===== src/rtl/adder_share_arb.sv =====
// adder_share_arb
//   One WIDTH-bit adder shared by NREQ requesters under round-robin
//   arbitration. Requesters hand over operand pairs with a valid/ready
//   handshake. The granted pair is summed into a WIDTH+1 bit result, which
//   is returned tagged with the requester index over a valid/ready
//   response port. Each operation takes at least three cycles:
//   IDLE (grant), CALC (add), RESP (handshake).
//
// Ports
//   clk        : clock, rising edge
//   rst_n      : synchronous active-low reset
//   req_valid  : [NREQ]        per-requester operand valid
//   req_ready  : [NREQ]        per-requester accept, one-hot or zero
//   req_a      : [NREQ*WIDTH]  operand A, requester i at [i*WIDTH +: WIDTH]
//   req_b      : [NREQ*WIDTH]  operand B, same slicing
//   resp_valid : result available
//   resp_ready : consumer accepts result
//   resp_sum   : [WIDTH+1]     zero-extended a + b, carry in MSB
//   resp_id    : [IDW]         index of the requester that produced resp_sum
//   busy       : high whenever the FSM is not in IDLE
module adder_share_arb #(
  parameter int WIDTH = 32,
  parameter int NREQ  = 4,
  localparam int IDW  = (NREQ > 1) ? $clog2(NREQ) : 1
) (
  input  logic                  clk,
  input  logic                  rst_n,
  input  logic [NREQ-1:0]       req_valid,
  output logic [NREQ-1:0]       req_ready,
  input  logic [NREQ*WIDTH-1:0] req_a,
  input  logic [NREQ*WIDTH-1:0] req_b,
  output logic                  resp_valid,
  input  logic                  resp_ready,
  output logic [WIDTH:0]        resp_sum,
  output logic [IDW-1:0]        resp_id,
  output logic                  busy
);

  typedef enum logic [1:0] {IDLE, CALC, RESP} state_t;

  state_t         state;
  logic [IDW-1:0] rr_ptr;
  logic [IDW-1:0] rr_ptr_next;

  logic           win_found;
  logic [IDW-1:0] win_id;
  logic [IDW:0]   cand;

  logic [WIDTH-1:0] a_p0;
  logic [WIDTH-1:0] b_p0;
  logic [IDW-1:0]   id_p0;

  // Round-robin search starting at rr_ptr. The loop runs from the farthest
  // candidate down to rr_ptr itself so the nearest valid requester is the
  // last one written and therefore wins. cand carries one extra bit so the
  // wrap works for NREQ values that are not a power of two.
  always_comb begin
    win_found = 1'b0;
    win_id    = '0;
    cand      = '0;
    for (int k = NREQ - 1; k >= 0; k--) begin
      cand = {1'b0, rr_ptr} + (IDW+1)'(k);
      if (cand >= (IDW+1)'(NREQ)) begin
        cand = cand - (IDW+1)'(NREQ);
      end
      if (req_valid[cand[IDW-1:0]]) begin
        win_found = 1'b1;
        win_id    = cand[IDW-1:0];
      end
    end
  end

  assign rr_ptr_next = (win_id == IDW'(NREQ - 1)) ? '0 : win_id + IDW'(1);

  // The accept is gated by rst_n so no requester sees a handshake while the
  // block is being reset.
  assign req_ready = (rst_n && (state == IDLE) && win_found)
                   ? (NREQ'(1) << win_id) : '0;

  assign busy = (state != IDLE);

  // Control FSM and response registers.
  always_ff @(posedge clk) begin
    if (!rst_n) begin
      state      <= IDLE;
      rr_ptr     <= '0;
      resp_valid <= 1'b0;
      resp_sum   <= '0;
      resp_id    <= '0;
    end else begin
      case (state)
        IDLE: begin
          if (win_found) begin
            rr_ptr <= rr_ptr_next;
            state  <= CALC;
          end
        end
        CALC: begin
          resp_sum   <= {1'b0, a_p0} + {1'b0, b_p0};
          resp_id    <= id_p0;
          resp_valid <= 1'b1;
          state      <= RESP;
        end
        RESP: begin
          if (resp_ready) begin
            resp_valid <= 1'b0;
            state      <= IDLE;
          end
        end
        default: state <= IDLE;
      endcase
    end
  end

  // Stage p0: operand capture at grant time. These are pure data and need
  // no reset; they are only consumed in CALC, which is only reached from a
  // grant.
  always_ff @(posedge clk) begin
    if ((state == IDLE) && win_found) begin
      a_p0  <= req_a[win_id*WIDTH +: WIDTH];
      b_p0  <= req_b[win_id*WIDTH +: WIDTH];
      id_p0 <= win_id;
    end
  end

endmodule

===== config.mk =====
export PLATFORM = sky130hd
export DESIGN_NAME = adder_share_arb
export DESIGN_NICKNAME = d
export VERILOG_FILES = /design/src/rtl/adder_share_arb.sv
export SDC_FILE = /design/constraint.sdc
export NUM_CORES = 1
export LEC_CHECK = 0
export ABC_AREA = 1
export CORE_AREA = 3 3 136 138
export CTS_CLUSTER_DIAMETER = 120
export DETAILED_ROUTE_END_ITERATION = 8
export DIE_AREA = 0 0 139 141
export GPL_ROUTABILITY_DRIVEN = 0
export GPL_TIMING_DRIVEN = 0
export PLACE_DENSITY_LB_ADDON = 0.08
export SYNTH_ARGS = -nofsm -noshare
export SYNTH_HDL_FRONTEND = slang
export SYNTH_SLANG_ARGS = --single-unit

===== constraint.sdc =====
create_clock -name clk -period 7.21 [get_ports clk]
set_clock_uncertainty 0.1 [all_clocks]
set_input_delay 0.721 -clock clk [delete_from_list [all_inputs] [get_ports clk]]
set_output_delay 0.721 -clock clk [all_outputs]
set_load 0.05 [all_outputs]

# Word level (Yosys, flattened, before mapping)
# Index checks and enable logic that the tools add are counted.
[classes]
add_sub_neg = 9
n_mul = 0
div_mod_pow = 0
order_cmp = 8
eq_ne = 5
shifts = 3
n_mux = 27
bitwise_logic = 0
reduce_logical = 9
[op_table]
columns = ["operator", "n"]
rows = [
  ["variable part select 128 x 8 -> 32 bit", 2],
  ["adder 32 x 32 -> 33 bit", 1],
  ["two-way mux 2 bit", 11],
  ["< comparator 2 x 3 -> 1 bit, second input constant", 4],
  [">= comparator 3 bit, second input constant", 3],
  ["two-way mux 1 bit", 9],
  ["binary-select mux 1 bit (select 2 bit)", 4],
  ["subtractor 2 x 1 -> 2 bit, second input constant", 4],
  ["adder 2 x 2 -> 3 bit, second input constant", 2],
  ["case mux 2 bit (3 select lines)", 1],
  ["AND reduction 2 bit", 3],
  ["equality test 2 bit, second input constant", 2],
  ["two-way mux 4 bit", 1],
  ["inequality test 2 bit, second input constant", 2],
  ["nonzero test 2 bit", 2],
  ["<< shifter 1 x 2 -> 4 bit, first input constant", 1],
  ["adder 2 x 1 -> 3 bit, second input constant", 1],
  [">= comparator 2 x 3 -> 1 bit, second input constant", 1],
  ["logical AND 1 bit", 3],
  ["adder 2 x 1 -> 2 bit, second input constant", 1],
  ["equality test 2 x 1 -> 1 bit, second input constant", 1],
  ["logical NOT 2 bit", 1],
  ["case mux 1 bit (2 select lines)", 1],
]
[totals]
regBits = 106
latch_bits = 0
ramBits = 0
romBits = 0
in_bits = 263
out_inout_bits = 41
wordCells = 69
n_memories = 0

# Depth between registers and ports, before layout
[logic_depth]
word_depth = 11
ltp_mapped = 16
mapped_depth_nobuf = 13

# Worst setup path after synthesis
# No wires, ideal clock.
[synth_timing]
path_kind = "input-to-output"
startpoint = "input port req_valid[1]"
endpoint = "output port req_ready[0]"
arrival_time_ns = 3.604
required_time_ns = 6.389
slack_ns = 2.785
stages = 10
path_buffers = 0
cell_sequence = "nand2_1 nand2_2 nand2_1 nand2_1 a21oi_1 nand3_1 nand2_1 inv_1 nand2_1 nor2_1"
[synth_between]
elab_chain_cells = 8
word_cells_on_any_way = 19
classes_between = "shift: 1; mux: 17; reduce/logical: 1"
[synth_lines]
columns = ["element", "line", "text"]
rows = [
  ["from (decl)", "28", "input logic [NREQ-1:0] req_valid,"],
  ["binary-select mux 1 bit (select 2 bit)", "66", "if (req_valid[cand[IDW-1:0]]) begin"],
  ["two-way mux 1 bit (implied by the code)", "66", ""],
  ["two-way mux 2 bit / two-way mux 1 bit (equally long branches) (4 in a row)", "66", ""],
  ["<< shifter 1 x 2 -> 4 bit / logical AND 1 bit (equally long branches)", "78, 77", ""],
  ["two-way mux 4 bit (*)", "78", "? (NREQ'(1) << win_id) : '0;"],
  ["to (decl)", "29", "output logic [NREQ-1:0] req_ready,"],
]
# Mark *: on every way between the ends. The rest lies on a longest branch, timed or not. The select of a mux whose other input is x is not followed.

# Final worst setup path
[layout_timing]
startpoint = "input port req_valid[1]"
endpoint = "output port req_ready[2]"
# Same word-level chain as after synthesis.

==> flow_summary_export.csv <==
group,metric,value,unit
grt,grt_max_degree,38,
clock_tree,htree_levels,3,
sta,period_minus_slack,4558,ps
grt,antenna_found_initial,2,
sta,finalCritPeriodShare,0.6322,
clock_tree,clock_latency,360,ps
power,powerDensity,538.6,nW/µm²
clock_tree,numCtsBuffers,9,
clock_tree,postCtsSetupBuffers,0,
sta,rsz0062_at_grt,"false",
sta,fin_ws,2652,ps
grt,track_usage,0.2999,
detailed_routing,initialDrtViolationCount,753,
floorplan,io_pins,304,
setup_path,worstPathCellList,"clkdlybuf4s50_1, nand2_1, nand2_2, nand2_1, nand2_1, a21oi_1, nand3_1, nand2_1, inv_2, nand2_1, nor2_1, clkdlybuf4s50_1",
detailed_routing,drtPass1Iterations,5,
setup_path,arrival,3740,ps
placed_design,hpwl,25230,µm
synthesis,yosysSeqAreaShare,0.3233,
final_layout,fin_nets,2070,
setup_path,critical_path_class,"input pin to primary output",
worst_hold_path,hp-start,"resp_sum[1]",
power,irDropWorstVdd,0.2472,mV
clock_tree,cts_tree,"yes",
synthesis,synthArstFlopShare,0,
clock_tree,cts_sinks,106,
placed_design,pre_cts_ws,2654,ps
worst_hold_path,worstHoldPathType,"flop to flop",
setup_path,cp_common_cell,"nand2_1",
floorplan,die_h,141,µm
setup_path,critPathMaxStageDelay,840,ps
placed_design,port_buffers,303,
floorplan,rows,48,
floorplan,core_area,17300,µm²
sta,hold_viol,0,
setup_path,cp_slowest_cell,"clkdlybuf4s50_1",
detailed_routing,viasPerCell,4.814,
grt,grt_pass1_vias,9116,
detailed_routing,ant_nets,0,
sta,fmax,219.4,MHz
setup_path,crit_required,6390,ps
synthesis,yosys_most_used_dff,"edfxtp_1",
setup_path,crit_path_start_kind,"input pin",
detailed_routing,avgRoutedWirePerCell,15.04,µm
clock_tree,clkSlewWorstSetupHoldPaths,70,ps
setup_path,r2r-start,"rr_ptr[0]",
grt,grt_first_pass_wirelength,46230,µm
final_layout,fill_cells,1600,
clock_tree,cts_resized,0,
synthesis,synth.net_count,1755,
clock_tree,cts_max_path_buffers,2,
sta,slew_viol_final,0,
power,p_leak,6.553,nW
synthesis,ys_ff_latch,106,
setup_path,worst-path-max-fanout,32,
detailed_routing,vias,9637,
sta,slew_headroom,0.5431,
clock_tree,cts_root_buffer,"clkbuf_16",
synthesis,synthesis.area,8608,µm²
sta,tns,0,ps
synthesis,ys_warn_count,0,
clock_tree,holdBufCountCts,0,
floorplan,die_w,139,µm
floorplan,die_area,19600,µm²
run_status,status,"completed",
synthesis,ys_types,31,
grt,grt_overflow,0,
synthesis,synthCells,1455,
detailed_routing,post-route-drc-count,0,
final_layout,areaGrowthSynthToFinish,42.54,%
sta,worst_pin_slew,684.4,ps
setup_path,r2r_slack,4730,ps
sta,setup_viol,0,
synthesis,synth_edf_count,66,
synthesis,syn_area_per_cell,5.916,µm²
floorplan,start_util,0.4977,
detailed_routing,finalWirelength,30120,µm
setup_path,startpoint,"req_valid[1]",
final_layout,layout-drive-gt1-share,0.03718,
setup_path,worstSetupEndpointType,"primary output",
power,total_power,6.609,mW
flow_run,drv_cap,0,
## power by group
part	internal (mW)	switching, mW
sequential	1.13	0.126
clock	0.290	0.234
combinational	1.62	3.21
total	3.03	3.57
## cells in the final DEF, fill, tap and decap left out
cell type        synthesis  final
nand3b_1                 2      2
nand3_1                 47     47
o21bai_1                 2      2
xnor2_2                  1      1
a21oi_1                 26     26
and3_1                   1      1
xnor2_1                  1      1
o21ai_0                 25     25
clkinvlp_4               0      1
o2111ai_1                1      1
clkbuf_16                0     11
xor2_1                  13     13
nand2_2                  3      3
nand4_1                  1      1
and2_1                   3      3
dfxtp_1                 40     40
edfxtp_1                66     66
inv_2                    1      2
inv_4                    1      1
ha_1                    36     36
fa_1                     1      1
nand2_1                844    844
inv_1                  164    163
buf_12                   0      1
buf_6                   11     11
inv_6                    0      3
a211oi_1                 1      1
clkbuf_1                12     12
clkbuf_8                 0      1
a21o_1                   1      1
clkdlybuf4s50_1          0    303
buf_4                   13     13
buf_2                   16     16
buf_8                    1      1
nand3_2                  1      1
nor2_1                 115    115
nor3_1                   5      5
diode_2                  0      2
## metal layers
| layer | wire length [µm] | share of wire | track usage |
|---|---|---|---|
| met1 | 12440 | 0.41 | 0.3669 |
| met2 | 14740 | 0.49 | 0.5249 |
| met3 | 1913 | 0.064 | 0.05020 |
| met4 | 1023 | 0.034 | 0.1256 |
| met5 | 0 | 0 | 0 |
## cell families after synthesis
family / synth area share
buffers and inverters: 0.1147
and+or+nand+nor: 0.4571
DFF: 0.3233
AOI/OAI and AO/OA: 0.03416
xor gates and xnor gates: 0.01613
adders and majority gates: 0.05465
## flip-flops by register name, summed over array words and instances, names as in the netlist
register / cells
resp_sum: 33
a_p0: 32
b_p0: 32
id_p0: 2
resp_id: 2
rr_ptr: 2
state: 2
resp_valid: 1
## cell type report
class,instances,area [µm²],area share
sequential,106,2783,0.2268
timing repair buffer,304,3053,0.2488
buffer,53,361.6,0.02947
tap,225,281.5,0.02294
inverter,166,625.6,0.05098
multi-input combinational,1130,4838,0.3943
clock buffer,12,289.0,0.02355
antenna,2,5.005,0.0004079
clock inverter,4,33.78,0.002753
## worst max-delay path, delay by kind of cell
| family | cells | cell delay [ps] |
|---|---|---|
| AOI/OAI and AO/OA | 1 | 60 |
| and+or+nand+nor | 8 | 1070 |
| buffers and inverters | 3 | 1870 |
## final timing paths
check,end,cells past startpoint
worst min register to register,resp_sum[1],2
worst max-delay path,req_ready[2],12
worst min-delay path,resp_sum[1],2
worst max register to register,rr_ptr[1],14
## through the flow
stage	hold slack (ps)	cell area, µm²	util	std cells
6_report	395.0	12270	0.7094	2002
5_1_grt	414.8	12270	0.7094	2002
4_1_cts	398.8	12270	0.7091	2000
3_5_place_dp	386.0	11940	0.6905	1984
3_3_place_gp	369.9	11920	0.6893	1983
2_1_floorplan	369.4	8608	-	1455
## Yosys cell counts (2+ instances only)
cell | n | share of area
nand2_1 | 844 | 0.37
inv_1 | 164 | 0.072
nor2_1 | 115 | 0.050
edfxtp_1 | 66 | 0.23
nand3_1 | 47 | 0.027
dfxtp_1 | 40 | 0.093
ha_1 | 36 | 0.052
a21oi_1 | 26 | 0.015
o21ai_0 | 25 | 0.015
buf_2 | 16 | 0.0093
buf_4 | 13 | 0.011
xor2_1 | 13 | 0.013
clkbuf_1 | 12 | 0.0052
buf_6 | 11 | 0.014
nor3_1 | 5 | 0.0029
and2_1 | 3 | 0.0022
nand2_2 | 3 | 0.0022
nand3b_1 | 2 | 0.0017
o21bai_1 | 2 | 0.0017
No activity file was read; power rests on OpenSTA's default activity.
